[src/rtl/filter_bank.sv]
// filter_bank: cascade of one-pole low-pass IIR stages sharing one multiplier, with a Wishbone-classic register window.
// Optional macro FILTER_BANK_PEAK_EN adds a read-only, clear-on-read PEAK register after the coefficient bytes.
module filter_bank #(
  parameter int          AUDIO_BDEPTH = 8,
  parameter int          FILTER_COUNT = 4,
  parameter logic [15:0] BASE_ADDRESS = 16'h0000
) (
  input  logic                    clk_i,
  input  logic                    rst_i,
  input  logic [15:0]             adr_i,
  input  logic [7:0]              dat_i,
  output logic [7:0]              dat_o,
  input  logic                    we_i,
  input  logic                    sel_i,
  input  logic                    stb_i,
  input  logic                    cyc_i,
  output logic                    ack_o,
  input  logic [2:0]              cti_i,
  input  logic [AUDIO_BDEPTH-1:0] audio_in,
  input  logic                    valid_in,
  output logic [AUDIO_BDEPTH-1:0] audio_out,
  output logic                    valid_out
);

  localparam int W  = AUDIO_BDEPTH + 16;
  localparam int SW = (FILTER_COUNT > 1) ? $clog2(FILTER_COUNT) : 1;
  localparam logic [15:0] COEF_END = 16'(2 + 2 * FILTER_COUNT);
`ifdef FILTER_BANK_PEAK_EN
  localparam logic [15:0] WIN = COEF_END + 16'd1;
`else
  localparam logic [15:0] WIN = COEF_END;
`endif

  typedef enum logic [0:0] {IDLE = 1'b0, RUN = 1'b1} fsm_t;

  fsm_t                   fsm_r, fsm_nx_s;
  logic                   ack_r;
  logic [7:0]             dat_r;
  logic                   en_r;
  logic [15:0]            coef_r [FILTER_COUNT];
  logic signed [W-1:0]    st_r [FILTER_COUNT];
  logic [SW-1:0]          stage_r;
  logic signed [W-1:0]    x_r;
  logic [AUDIO_BDEPTH-1:0] audio_out_r;
  logic                   valid_out_r;

  logic [15:0]            off_s;
  logic                   in_range_s, req_s, wr_s, rd_s, clr_s, coef_wr_s;
  logic [SW-1:0]          sel_idx_s;
  logic [7:0]             rd_data_s;
  logic                   cap_s, byp_s, upd_s, last_s;
  logic signed [W-1:0]    y_cur_s, new_y_s;
  logic [16:0]            alpha_s;
  logic signed [W:0]      diff_s;
  logic signed [W+18:0]   prod_s, sh_s;
  logic                   unused_s;

  // Magnitude of a signed sample, saturating the most negative code to the most positive one.
  function automatic logic [AUDIO_BDEPTH-1:0] abs_sat(input logic [AUDIO_BDEPTH-1:0] v);
    if (v == {1'b1, {(AUDIO_BDEPTH-1){1'b0}}}) begin
      abs_sat = {1'b0, {(AUDIO_BDEPTH-1){1'b1}}};
    end else if (v[AUDIO_BDEPTH-1]) begin
      abs_sat = -v;
    end else begin
      abs_sat = v;
    end
  endfunction

  assign off_s      = adr_i - BASE_ADDRESS;
  assign in_range_s = (off_s < WIN);
  assign req_s      = cyc_i & in_range_s & ~ack_r;
  assign wr_s       = req_s & we_i & sel_i;
  assign rd_s       = req_s & ~we_i;
  assign clr_s      = wr_s & (off_s == 16'd0) & dat_i[1];
  assign coef_wr_s  = wr_s & (off_s >= 16'd2) & (off_s < COEF_END);
  // Offsets 2+2i and 3+2i both map to coefficient i.
  assign sel_idx_s  = SW'((off_s >> 1) - 16'd1);

`ifdef FILTER_BANK_PEAK_EN
  logic [AUDIO_BDEPTH-1:0] peak_r;
  logic [AUDIO_BDEPTH-1:0] peak_base_s, out_abs_s;
`endif

  // Register-window read multiplexer.
  always_comb begin
    rd_data_s = 8'h00;
    if (off_s == 16'd0) begin
      rd_data_s = {7'b0, en_r};
    end else if (off_s == 16'd1) begin
      rd_data_s = 8'(FILTER_COUNT);
`ifdef FILTER_BANK_PEAK_EN
    end else if (off_s == COEF_END) begin
      rd_data_s = 8'(peak_r);
`endif
    end else if (off_s[0]) begin
      rd_data_s = coef_r[sel_idx_s][15:8];
    end else begin
      rd_data_s = coef_r[sel_idx_s][7:0];
    end
  end

  // Bus handshake: ack on alternate cycles of a held request, read data registered with it.
  always_ff @(posedge clk_i or negedge rst_i) begin
    if (!rst_i) begin
      ack_r <= 1'b0;
      dat_r <= 8'h00;
    end else begin
      ack_r <= req_s;
      dat_r <= rd_s ? rd_data_s : 8'h00;
    end
  end

  // Control and coefficient registers.
  always_ff @(posedge clk_i or negedge rst_i) begin
    if (!rst_i) begin
      en_r <= 1'b1;
      for (int i = 0; i < FILTER_COUNT; i++) coef_r[i] <= 16'hFFFF;
    end else begin
      if (wr_s && (off_s == 16'd0)) en_r <= dat_i[0];
      if (coef_wr_s) begin
        if (off_s[0]) coef_r[sel_idx_s][15:8] <= dat_i;
        else          coef_r[sel_idx_s][7:0]  <= dat_i;
      end
    end
  end

  // Shared multiply: y + floor((x - y) * alpha / 2^16) for the stage selected by stage_r.
  assign y_cur_s = st_r[stage_r];
  assign alpha_s = {1'b0, coef_r[stage_r]} + 17'd1;
  assign diff_s  = {x_r[W-1], x_r} - {y_cur_s[W-1], y_cur_s};
  assign prod_s  = diff_s * $signed({1'b0, alpha_s});
  assign sh_s    = prod_s >>> 16;
  assign new_y_s = y_cur_s + sh_s[W-1:0];

  // Sequencer state register.
  always_ff @(posedge clk_i or negedge rst_i) begin
    if (!rst_i) fsm_r <= IDLE;
    else        fsm_r <= fsm_nx_s;
  end

  // Sequencer next state.
  always_comb begin
    fsm_nx_s = fsm_r;
    case (fsm_r)
      IDLE:    fsm_nx_s = (valid_in && en_r) ? RUN : IDLE;
      RUN:     fsm_nx_s = last_s ? IDLE : RUN;
      default: fsm_nx_s = IDLE;
    endcase
  end

  // Sequencer control strobes.
  always_comb begin
    cap_s  = 1'b0;
    byp_s  = 1'b0;
    upd_s  = 1'b0;
    last_s = 1'b0;
    case (fsm_r)
      IDLE: begin
        cap_s = valid_in & en_r;
        byp_s = valid_in & ~en_r;
      end
      RUN: begin
        upd_s  = 1'b1;
        last_s = (stage_r == SW'(FILTER_COUNT - 1));
      end
      default: begin
        cap_s = 1'b0;
      end
    endcase
  end

  // Stage pointer and carried full-precision stage input.
  always_ff @(posedge clk_i or negedge rst_i) begin
    if (!rst_i) begin
      stage_r <= '0;
      x_r     <= '0;
    end else if (cap_s) begin
      stage_r <= '0;
      x_r     <= {audio_in, 16'h0000};
    end else if (upd_s) begin
      stage_r <= stage_r + SW'(1);
      x_r     <= new_y_s;
    end
  end

  // Stage states; a clear overrides the update landing on the same edge.
  always_ff @(posedge clk_i or negedge rst_i) begin
    if (!rst_i) begin
      for (int i = 0; i < FILTER_COUNT; i++) st_r[i] <= '0;
    end else if (clr_s) begin
      for (int i = 0; i < FILTER_COUNT; i++) st_r[i] <= '0;
    end else if (upd_s) begin
      st_r[stage_r] <= new_y_s;
    end
  end

  // Output sample register and strobe.
  always_ff @(posedge clk_i or negedge rst_i) begin
    if (!rst_i) begin
      audio_out_r <= '0;
      valid_out_r <= 1'b0;
    end else begin
      valid_out_r <= last_s | byp_s;
      if (byp_s)       audio_out_r <= audio_in;
      else if (last_s) audio_out_r <= new_y_s[W-1:16];
    end
  end

`ifdef FILTER_BANK_PEAK_EN
  assign peak_base_s = (rd_s && (off_s == COEF_END)) ? '0 : peak_r;
  assign out_abs_s   = abs_sat(byp_s ? audio_in : new_y_s[W-1:16]);

  // Peak magnitude tracker, cleared when read.
  always_ff @(posedge clk_i or negedge rst_i) begin
    if (!rst_i) begin
      peak_r <= '0;
    end else if ((byp_s || last_s) && (out_abs_s > peak_base_s)) begin
      peak_r <= out_abs_s;
    end else begin
      peak_r <= peak_base_s;
    end
  end
`endif

  assign unused_s  = ^{stb_i, cti_i, sh_s[W+18:W]};
  assign ack_o     = ack_r;
  assign dat_o     = dat_r;
  assign audio_out = audio_out_r;
  assign valid_out = valid_out_r;

endmodule

[config.mk]
export PLATFORM = sky130hd
export DESIGN_NAME = filter_bank
export DESIGN_NICKNAME = d
export VERILOG_FILES = /design/src/rtl/filter_bank.sv
export SDC_FILE = /design/constraint.sdc
export NUM_CORES = 2
export LEC_CHECK = 0
export ABC_AREA = 1
export ABC_CLOCK_PERIOD_IN_PS = 18400
export CAP_MARGIN = 40
export CORE_AREA = 2 2 304 306
export CTS_CLUSTER_SIZE = 10
export DETAILED_ROUTE_END_ITERATION = 8
export DIE_AREA = 0 0 306 308
export PLACE_DENSITY_LB_ADDON = 0.1
export SLEW_MARGIN = 20
export SYNTH_ARGS = -nofsm -noshare
export SYNTH_HDL_FRONTEND = slang
export SYNTH_SLANG_ARGS = --single-unit
[constraint.sdc]
create_clock -name clk_i -period 18.4 [get_ports clk_i]
set_input_delay 1.84 -clock clk_i [delete_from_list [all_inputs] [get_ports clk_i]]
set_output_delay 1.84 -clock clk_i [all_outputs]
set_load 0.005 [all_outputs]
==> metrics.cfg <==
[setup_path]
rr_endpoint=st_r[68]
crit_path_end_kind=register
r2r_slack_ns=5.84
worstPathRequired_ns=18.80
critical_path_class=register to register
reg2reg_from=stage_r[1]
cp.arrival_ns=12.96
cp-start-kind=register
crit_slowest_cell=xor2_1
reg2regPathDepth=49
slowest_delay_ns=0.66
path_max_fanout=60
cpMostUsedCell=nand2_1

[clock_network]
cts_inserted_buffers=25
cts_buffer_depth=3
holdBufCountCts=0
root_buffer=clkbuf_16
cts_resized=0
clkTransAtPathRegs_ns=0.06
cts_sinks=206
htreeDepth=1
cts_tree=done
clk_latency_ns=0.55
cts_setup_buffers=0

[layout]
area_delta_synth_final_pct=10.4
fin_nets=4086
mostFrequentLayoutCells=inv_1, nand2_1, fa_1
layout-drive-gt1-share_pct=6.10
layout_commonest_cell=inv_1
diodes=0
fin_util_pct=32.8

[sta]
rsz0062_at_grt=false
slew_headroom_pct=43.3
min_period_ns=12.56
slew_violations=0
final.setup.tns_ns=0
fmax_ghz=0.0796
period_share_pct=68.3
tightest_slew_ns=0.850
finalSetupViolCount=0
finalHoldViolations=0
skew_ns=0.0288

[placement]
port_buffers=55
routabilityCongestion=0.829
post-dp-hpwl_mm=70.1

[yosys]
synth_ff_type=dfrtp_1
muxShareOfSynthArea_pct=0
syn_avg_cell_area_um2=7.79
synth_nets=4062
synth_top_family_by_area=adder cells
synthXorXnorAreaFrac_pct=2.36
syn_inst=3472
yosysWarnings=0
synth_edf_count=0
syn_area_um2=27000
synth_seq_cells=206
synth-simple-area-share_pct=19.1
synthAdderAreaFrac_pct=36.4
synth_seq_area_share_pct=19.4
synth-compound-area-share_pct=9.82
ys_types=57
async_reset_ff_share_pct=100

[power]
total_power_mw=0.955
power_density_nw_per_um2=32.0
switching_share_pct=24.2
pwr-share-clk_pct=46.9
p_int_mw=0.724
comb_power_share_pct=5.3
switching_power_mw=0.231
p_leak_nw=14.9
power_frac_seq_pct=47.8
ir_drop_mv=0.0597

[floorplanning]
die_h_um=308
die_width_um=306
dieArea_um2=94200
ios=60
std_cell_rows=111
coreArea_um2=91000
initial_core_util_pct=29.7

[grt]
grt_max_degree=99
grtUsageTotal_pct=19.8
grt_pass1_vias=23353
grt_pass1_wl_mm=143
antenna_found_initial=0
grt_overflow_total=0

[route]
postRouteAntennaNets=0
wl_per_cell_um=19.3
finalWirelength_mm=90.5
num_vias=21921
vias_per_cell=4.67
first_pass_iters=5
drtIter0Drc=1215
drc=0

[job]
cap_violations=0

[run_status]
status=completed

[min_path]
worstHoldPathCells=2
worstHoldStart=st_r[52]
hold_end=st_r[52]
hold_path_class=register to register

kinds of logic (layout without fill, tap and decap cells):
| logic type | count (synthesis) | count (layout) |
|---|---|---|
| compound gates | 456 | 456 |
| fa+ha+maj | 548 | 548 |
| xor+xnor | 71 | 71 |
| buf+inv | 910 | 948 |
| simple gates | 1281 | 1281 |
| flops | 206 | 206 |
cell usage after synthesis, drive strengths merged, types with 25 or more instances:
master  count  share of area, %
buf        31              0.73
dfstp      65               6.3
o22ai      25              0.58
nand3     118               2.4
o21ai     199               3.7
ha        152               7.0
inv       781                11
a21oi     131               2.4
dfrtp     141                13
nor2      385               5.5
clkbuf     92               1.3
fa        396                29
xor2       47               1.5
nand2     732                10
how the worst max path moves through the flow:
stage	start	end	slack (ns)	cells after the start
3_5_place_dp	stage_r[0]	st_r[20]	5.39	48
5_1_grt	stage_r[1]	st_r[68]	4.87	49
6_report	stage_r[1]	st_r[68]	5.84	49
2_1_floorplan	stage_r[1]	audio_out[1]	8.43	51
4_1_cts	stage_r[0]	st_r[68]	5.35	48
3_3_place_gp	stage_r[0]	audio_out[3]	5.33	47
worst max-delay path, delay by kind of cell (launching register included):
family	cells	cell delay [ns]
fa+ha+maj	10	4.18
compound gates	13	3.01
buf+inv	11	2.11
simple gates	12	1.51
xor+xnor	3	1.12
flops	1	0.36
power groups by stage:
stage / sequential [mW] / clock [mW] / combinational, mW
final: 0.457 / 0.448 / 0.0507
after global routing: 0.457 / 0.479 / 0.0567
after CTS: 0.457 / 0.463 / 0.0513
after detailed placement: 0.464 / 0 / 0.0511
after global placement: 0.464 / 0 / 0.0506
after floorplan: 0.464 / 0 / 0.0183
through the flow:
stage          area, um2  cells  hold slack (ns)  worst slack (ns)
6_report           29800   4696            0.482              5.84
2_1_floorplan      27000   3472            0.448              8.43
3_3_place_gp       29000   4643            0.466              5.33
5_1_grt            29800   4696            0.509              4.87
4_1_cts            29800   4694            0.485              5.35
3_5_place_dp       29100   4653            0.470              5.39
routing by layer:
layer / wire, um / vias to the layer above / share of wire (%) / track usage (%)
li1: - / 10573 / - / -
met1: 44300 / 10873 / 49 / 28.6
met2: 40800 / 394 / 45 / 32.0
met3: 2850 / 81 / 3.2 / 1.31
met4: 2560 / 0 / 2.8 / 5.54
met5: 0 / - / 0 / 0
sequential cells by signal, summed over array words and instances (netlist names), 2 cells and up:
signal,count
st_r,96
coef_r,64
x_r,24
audio_out,8
dat_o,8
stage_r,2
layout make-up:
| type | instances | area [um2] |
|---|---|---|
| Sequential cell | 206 | 5240 |
| Timing Repair Buffer | 120 | 1150 |
| Multi-Input combinational cell | 2356 | 18300 |
| Tap cell | 1186 | 1480 |
| Fill cell | 9881 | 61100 |
| Clock buffer | 37 | 671 |
| Clock inverter | 4 | 23.8 |
| Inverter | 787 | 2960 |
(Power assumes the default switching activity.)
